File: config.mk
export PLATFORM = sky130hd
export DESIGN_NAME = fetch_sequencer_flat
export DESIGN_NICKNAME = d
export VERILOG_FILES = /design/src/rtl/fetch_sequencer_if.sv /design/src/rtl/fetch_sequencer.sv /design/src/flat_wrapper.sv
export SDC_FILE = /design/constraint.sdc
export NUM_CORES = 1
export LEC_CHECK = 0
export CAP_MARGIN = 20
export CORE_MARGIN = 4
export CORE_UTILIZATION = 46
export CTS_CLUSTER_SIZE = 30
export DETAILED_ROUTE_END_ITERATION = 8
export PLACE_DENSITY_LB_ADDON = 0.1
export SKIP_CTS_REPAIR_TIMING = 1
export SLEW_MARGIN = 20
export SYNTH_ARGS = -nofsm -noshare
export SYNTH_HDL_FRONTEND = slang
export SYNTH_SLANG_ARGS = --single-unit
export TNS_END_PERCENT = 1
File: constraint.sdc
create_clock -name clk -period 2 [get_ports clk]
set_clock_uncertainty 0.1 [all_clocks]
set_input_delay 0.4 -clock clk [delete_from_list [all_inputs] [get_ports clk]]
set_output_delay 0.4 -clock clk [all_outputs]
set_load 0.02 [all_outputs]
File: src/rtl/fetch_sequencer_if.sv
// Bus bundle between the fetch sequencer, its combinational instruction memory,
// the redirect source and the instruction consumer.
interface fetch_sequencer_if;
    logic        start;
    logic [15:0] imem_addr;
    logic [15:0] imem_data;
    logic        redirect_valid;
    logic [15:0] redirect_pc;
    logic        instr_valid;
    logic [15:0] instr;
    logic [15:0] instr_pc;
    logic        instr_ready;
    logic        busy;
    logic        halted;

    modport master (
        input  start, imem_data, redirect_valid, redirect_pc, instr_ready,
        output imem_addr, instr_valid, instr, instr_pc, busy, halted
    );

    modport slave (
        output start, imem_data, redirect_valid, redirect_pc, instr_ready,
        input  imem_addr, instr_valid, instr, instr_pc, busy, halted
    );
endinterface

File: src/rtl/fetch_sequencer.sv
// Instruction fetch sequencer: IDLE/RUN/HALT control, 2-entry {instr, pc} buffer, redirect flush.
// Optional feature macro: FETCH_HALT_DETECT_EN enables halt-word detection and the HALT state.
module fetch_sequencer #(
    parameter logic [15:0] RESET_PC  = 16'h0000,
    parameter logic [15:0] HALT_WORD = 16'hF000
) (
    input  logic             clk,
    input  logic             rst_n,
    fetch_sequencer_if.master bus
);

    typedef enum logic [1:0] {
        IDLE = 2'd0,
        RUN  = 2'd1,
        HALT = 2'd2
    } state_t;

`ifdef FETCH_HALT_DETECT_EN
    localparam logic HALT_EN = 1'b1;
`else
    localparam logic HALT_EN = 1'b0;
`endif

    state_t      state_r;
    state_t      state_nxt_s;
    logic [15:0] fetch_pc_r;
    logic [15:0] fetch_pc_nxt_s;
    logic [15:0] instr_mem_r [2];
    logic [15:0] pc_mem_r    [2];
    logic        rd_ptr_r;
    logic        wr_ptr_r;
    logic [1:0]  count_r;
    logic        redirect_s;
    logic        pop_s;
    logic        fetch_s;
    logic        halt_hit_s;

    // Event decode; a redirect outside IDLE masks every other action this cycle.
    always_comb begin
        redirect_s = bus.redirect_valid && (state_r != IDLE);
        pop_s      = !redirect_s && (count_r != 2'd0) && bus.instr_ready;
        fetch_s    = !redirect_s && (state_r == RUN) && ((count_r != 2'd2) || pop_s);
        halt_hit_s = HALT_EN && fetch_s && (bus.imem_data == HALT_WORD);
    end

    // State register.
    always_ff @(posedge clk or negedge rst_n) begin
        if (!rst_n) begin
            state_r <= IDLE;
        end else begin
            state_r <= state_nxt_s;
        end
    end

    // Next-state logic.
    always_comb begin
        state_nxt_s = state_r;
        case (state_r)
            IDLE: begin
                if (bus.start) begin
                    state_nxt_s = RUN;
                end else begin
                    state_nxt_s = IDLE;
                end
            end
            RUN: begin
                if (redirect_s) begin
                    state_nxt_s = RUN;
                end else if (halt_hit_s) begin
                    state_nxt_s = HALT;
                end else begin
                    state_nxt_s = RUN;
                end
            end
            HALT: begin
                if (redirect_s) begin
                    state_nxt_s = RUN;
                end else begin
                    state_nxt_s = HALT;
                end
            end
            default: state_nxt_s = IDLE;
        endcase
    end

    // Output decode; all outputs come straight from registers.
    always_comb begin
        bus.imem_addr   = fetch_pc_r;
        bus.busy        = (state_r != IDLE);
        bus.halted      = HALT_EN && (state_r == HALT);
        bus.instr_valid = (count_r != 2'd0);
        if (count_r != 2'd0) begin
            bus.instr    = instr_mem_r[rd_ptr_r];
            bus.instr_pc = pc_mem_r[rd_ptr_r];
        end else begin
            bus.instr    = 16'h0000;
            bus.instr_pc = 16'h0000;
        end
    end

    // Fetch address update; a halt word freezes the address on the halt location.
    always_comb begin
        if (redirect_s) begin
            fetch_pc_nxt_s = bus.redirect_pc;
        end else if (fetch_s && !halt_hit_s) begin
            fetch_pc_nxt_s = fetch_pc_r + 16'd1;
        end else begin
            fetch_pc_nxt_s = fetch_pc_r;
        end
    end

    // Fetch address register.
    always_ff @(posedge clk or negedge rst_n) begin
        if (!rst_n) begin
            fetch_pc_r <= RESET_PC;
        end else begin
            fetch_pc_r <= fetch_pc_nxt_s;
        end
    end

    // Two-entry instruction buffer with flush on redirect.
    always_ff @(posedge clk or negedge rst_n) begin
        if (!rst_n) begin
            for (int i = 0; i < 2; i++) begin
                instr_mem_r[i] <= 16'h0000;
                pc_mem_r[i]    <= 16'h0000;
            end
            rd_ptr_r <= 1'b0;
            wr_ptr_r <= 1'b0;
            count_r  <= 2'd0;
        end else if (redirect_s) begin
            rd_ptr_r <= 1'b0;
            wr_ptr_r <= 1'b0;
            count_r  <= 2'd0;
        end else begin
            if (fetch_s) begin
                instr_mem_r[wr_ptr_r] <= bus.imem_data;
                pc_mem_r[wr_ptr_r]    <= fetch_pc_r;
                wr_ptr_r              <= ~wr_ptr_r;
            end
            if (pop_s) begin
                rd_ptr_r <= ~rd_ptr_r;
            end
            count_r <= count_r + {1'b0, fetch_s} - {1'b0, pop_s};
        end
    end

endmodule

File: src/flat_wrapper.sv
// flat-port wrapper written by rule: the top's interface ports become plain ports
module fetch_sequencer_flat 
#(
    parameter logic [15:0] RESET_PC  = 16'h0000,
    parameter logic [15:0] HALT_WORD = 16'hF000
)
  (clk, rst_n, bus_start, bus_imem_data, bus_redirect_valid, bus_redirect_pc, bus_instr_ready, bus_imem_addr, bus_instr_valid, bus_instr, bus_instr_pc, bus_busy, bus_halted);
  fetch_sequencer_if bus_i ();
  input  logic clk;
  input  logic rst_n;
  input wire logic [$bits(bus_i.start)-1:0] bus_start;
  input wire logic [$bits(bus_i.imem_data)-1:0] bus_imem_data;
  input wire logic [$bits(bus_i.redirect_valid)-1:0] bus_redirect_valid;
  input wire logic [$bits(bus_i.redirect_pc)-1:0] bus_redirect_pc;
  input wire logic [$bits(bus_i.instr_ready)-1:0] bus_instr_ready;
  output wire logic [$bits(bus_i.imem_addr)-1:0] bus_imem_addr;
  output wire logic [$bits(bus_i.instr_valid)-1:0] bus_instr_valid;
  output wire logic [$bits(bus_i.instr)-1:0] bus_instr;
  output wire logic [$bits(bus_i.instr_pc)-1:0] bus_instr_pc;
  output wire logic [$bits(bus_i.busy)-1:0] bus_busy;
  output wire logic [$bits(bus_i.halted)-1:0] bus_halted;
  assign bus_i.start = bus_start;
  assign bus_i.imem_data = bus_imem_data;
  assign bus_i.redirect_valid = bus_redirect_valid;
  assign bus_i.redirect_pc = bus_redirect_pc;
  assign bus_i.instr_ready = bus_instr_ready;
  assign bus_imem_addr = bus_i.imem_addr;
  assign bus_instr_valid = bus_i.instr_valid;
  assign bus_instr = bus_i.instr;
  assign bus_instr_pc = bus_i.instr_pc;
  assign bus_busy = bus_i.busy;
  assign bus_halted = bus_i.halted;
  fetch_sequencer #(.RESET_PC(RESET_PC), .HALT_WORD(HALT_WORD)) u_core (.clk(clk), .rst_n(rst_n), .bus(bus_i));
endmodule
==> run metrics <==
Fin Hold WS=0.303 ns; Area contributors post-synth=dfrtp_1 (53%), mux2_1 (9.2%), mux2_2 (8.6%); crit-path cells=clkdlybuf4s50_1 > nor3b_2 > or2_4 > inv_2 > nand2_1 > buf_4 > mux2_2; Via-to-Cell Ratio=~5.3; vias in the first global route=3174; IO Port Bufs=86; Commonest cells post-synth=dfrtp_1 (86), nor2_1 (45), mux2_1 (33); Sw Share=about a third; Most Crowded Layer GR=met2; root buffer cell=clkbuf_8; register bit total from synthesis=86; dpl cell area=~5300 µm²; Die H=102 µm; Pwr Density=914 nW/µm²; H-tree depth=3; GR met2 Demand/Resource=33.4%; number of buffers created by CTS=9; outcome=finished, violations left; top cell type by total area after synthesis=dfrtp_1; pin count of the biggest net entering global routing=38; Hold Vio Cnt, Final=0; met1 Use GR=25.5%; count leader, synth=dfrtp_1; Worst Path Arrival=around 2.2 ns; Syn Nets=383; slowest stage cell, crit path=clkdlybuf4s50_1; unique cell type count in the Yosys netlist=38; starting density of the core=48.2%; synthesized area per cell=between 10 and 15 µm²; Slew Limit Fails=0; NumNets Final=slightly below 500; initial antenna violation count=0; CTS tree=yes; first-pass GRT wire length=15700 µm; Clock power frac=21.6%; Detailed Place HPWL=6640 µm; # fillers=~650; Leak=2.55 nW; unrepaired setup endpoints after global routing=yes; kind of critical path=in -> reg; fin crit share=103%; VDD IR max=0.446 mV; io pins=88; Main synth FF type=dfrtp_1; Synth top area share=between 50% and 60%; Cells after Synth=between 300 and 400; multi-input logic area=1840 µm²; Clock Path Buffers=2; final setup margin=-0.0544 ns; crit path capture type=flip-flop; Psw=between 1.5 and 2 mW; Post-synth EDFFs=0; Hold Path Class=in -> reg; vias=2988; CP delay by family, top=buffers and inverters; Setup TNS=-0.973 ns; DRT Wirelength=9640 µm; Finished Layout Cells=564; DRT Pass-1 Iters=7; register area=between 2000 and 2500 µm²; post-route cell area=about 5500 µm²; GP Congestion=0.807; Rows=33; setup violators final=29; placed cell count=546; die width=102 µm; Critical Path Fanout Max=13; Max Fclk=487 MHz; DRC errors left=0; Tmin final=roughly 2.1 ns; grt ovf=0; Die ar.=10300 µm²; Final Core Density=65.5%; logic gate share of total power=30.3%; DR iter-0 viols=90; Buf/Inv on CP=3; Ys Warns=0; MaxCap Viol Count=0; Cell Area, Synth=4040 µm²; power consumption=5.02 mW; layout cells sized above 1=25.9%; CP required=2.13 ns; wire per inst=17.1 µm; CTS Sinks=86; dpl ws=-0.552 ns; failing checks=setup timing; met3 Use GR=between 3 and 4%; Routed Antenna Nets=0; sequential element share of the synthesized area=a little over half; internal power=3.40 mW; Reg power frac=48.0%; Worst-path clk slew=approximately 0.090 ns; Tot GR Track Use=19.5%; critical path startpoint category=primary input; ys async rst share=100%; crit-path max cell delay=0.47 ns; total core area=~8400 µm²; insertion delay to the later sink of the worst-skew pair=0.35 ns; Syn-to-layout area delta=36.0%; n_diodes=0
==> worst min-delay path, delay by kind of cell <==
| kind | cells | cell delay, ns |
|---|---|---|
| simple gates | 1 | 0.05 |
| buf+inv | 2 | 0.27 |
==> state kept, by name (all words and copies together) (netlist names) <==
register,count
u_core.rd_ptr_r,1
u_core.bus.imem_addr,16
u_core.state_r,2
u_core.pc_mem_r,32
u_core.count_r,2
u_core.instr_mem_r,32
u_core.wr_ptr_r,1
==> worst paths after layout <==
path / slack [ns] / from / to / cells after the start
max: -0.05 / bus_instr_ready / u_core.instr_mem_r[6] / 7
min: 0.30 / bus_redirect_valid / u_core.state_r[1] / 3
max reg2reg: -0.03 / u_core.state_r[1] / u_core.bus.imem_addr[14] / 5
min reg2reg: 0.40 / u_core.pc_mem_r[8] / u_core.pc_mem_r[8] / 1
max in group asynchronous: 0.73 / rst_n / u_core.count_r[0] / 3
min in group asynchronous: 0.45 / rst_n / u_core.pc_mem_r[11] / 2
==> power by group through the flow <==
stage                     clock, mW  combinational (mW)  sequential (mW)
final                          1.09                1.52             2.41
after global placement            0                1.55             2.41
after CTS                      1.12                1.59             2.41
after global routing           1.20                1.67             2.47
after detailed placement          0                1.59             2.44
after floorplan                   0               0.892             2.41
==> cells by family (layout without fill, tap and decap cells) <==
| kind of cell | after synthesis | count (layout) | synth area share [%] |
|---|---|---|---|
| other | 1 | 1 | 0.0928 |
| AO/OA/AOI/OAI | 28 | 28 | 3.97 |
| XOR/XNOR | 10 | 10 | 2.17 |
| adder cells (fa/ha/maj) | 2 | 2 | 0.619 |
| AND/OR/NAND/NOR | 98 | 98 | 11.6 |
| flip-flops | 86 | 86 | 53.3 |
| multiplexers | 96 | 96 | 25.8 |
| buffers and inverters | 23 | 138 | 2.45 |
==> cells in the final DEF, fill, tap and decap left out, types with 2 or more instances in the layout <==
cell / n
a31oi_1: 8
and2_1: 2
buf_12: 5
buf_2: 5
buf_4: 26
buf_6: 3
clkbuf_2: 14
clkbuf_8: 9
clkdlybuf4s50_1: 37
clkinvlp_4: 2
dfrtp_1: 77
dfrtp_2: 9
dlymetal6s2s_1: 27
inv_1: 3
inv_6: 2
mux2_1: 33
mux2_2: 31
mux2i_1: 32
nand2_1: 19
nand2b_1: 2
nand3_1: 6
nand4_1: 2
nor2_1: 43
nor2_4: 2
nor3_1: 3
nor4_1: 2
o21ai_0: 12
o21ai_1: 5
or3_1: 5
xnor2_1: 7
xor2_1: 3
==> area by class of cell <==
class / instances / share of cell area [%]
tap: 105 / 2.39
multi-input combinational: 235 / 33.6
timing repair buffer: 119 / 21.3
inverter: 4 / 0.273
clock inverter: 6 / 0.843
clock buffer: 9 / 2.26
sequential: 86 / 39.4
==> metal layers <==
| layer | up-vias | share of wire, % |
|---|---|---|
| met5 | - | 0 |
| met4 | 0 | 0.92 |
| met3 | 8 | 4.3 |
| met2 | 75 | 50 |
| met1 | 1478 | 45 |
| li1 | 1427 | - |
Power figures use the tool's default switching activity.
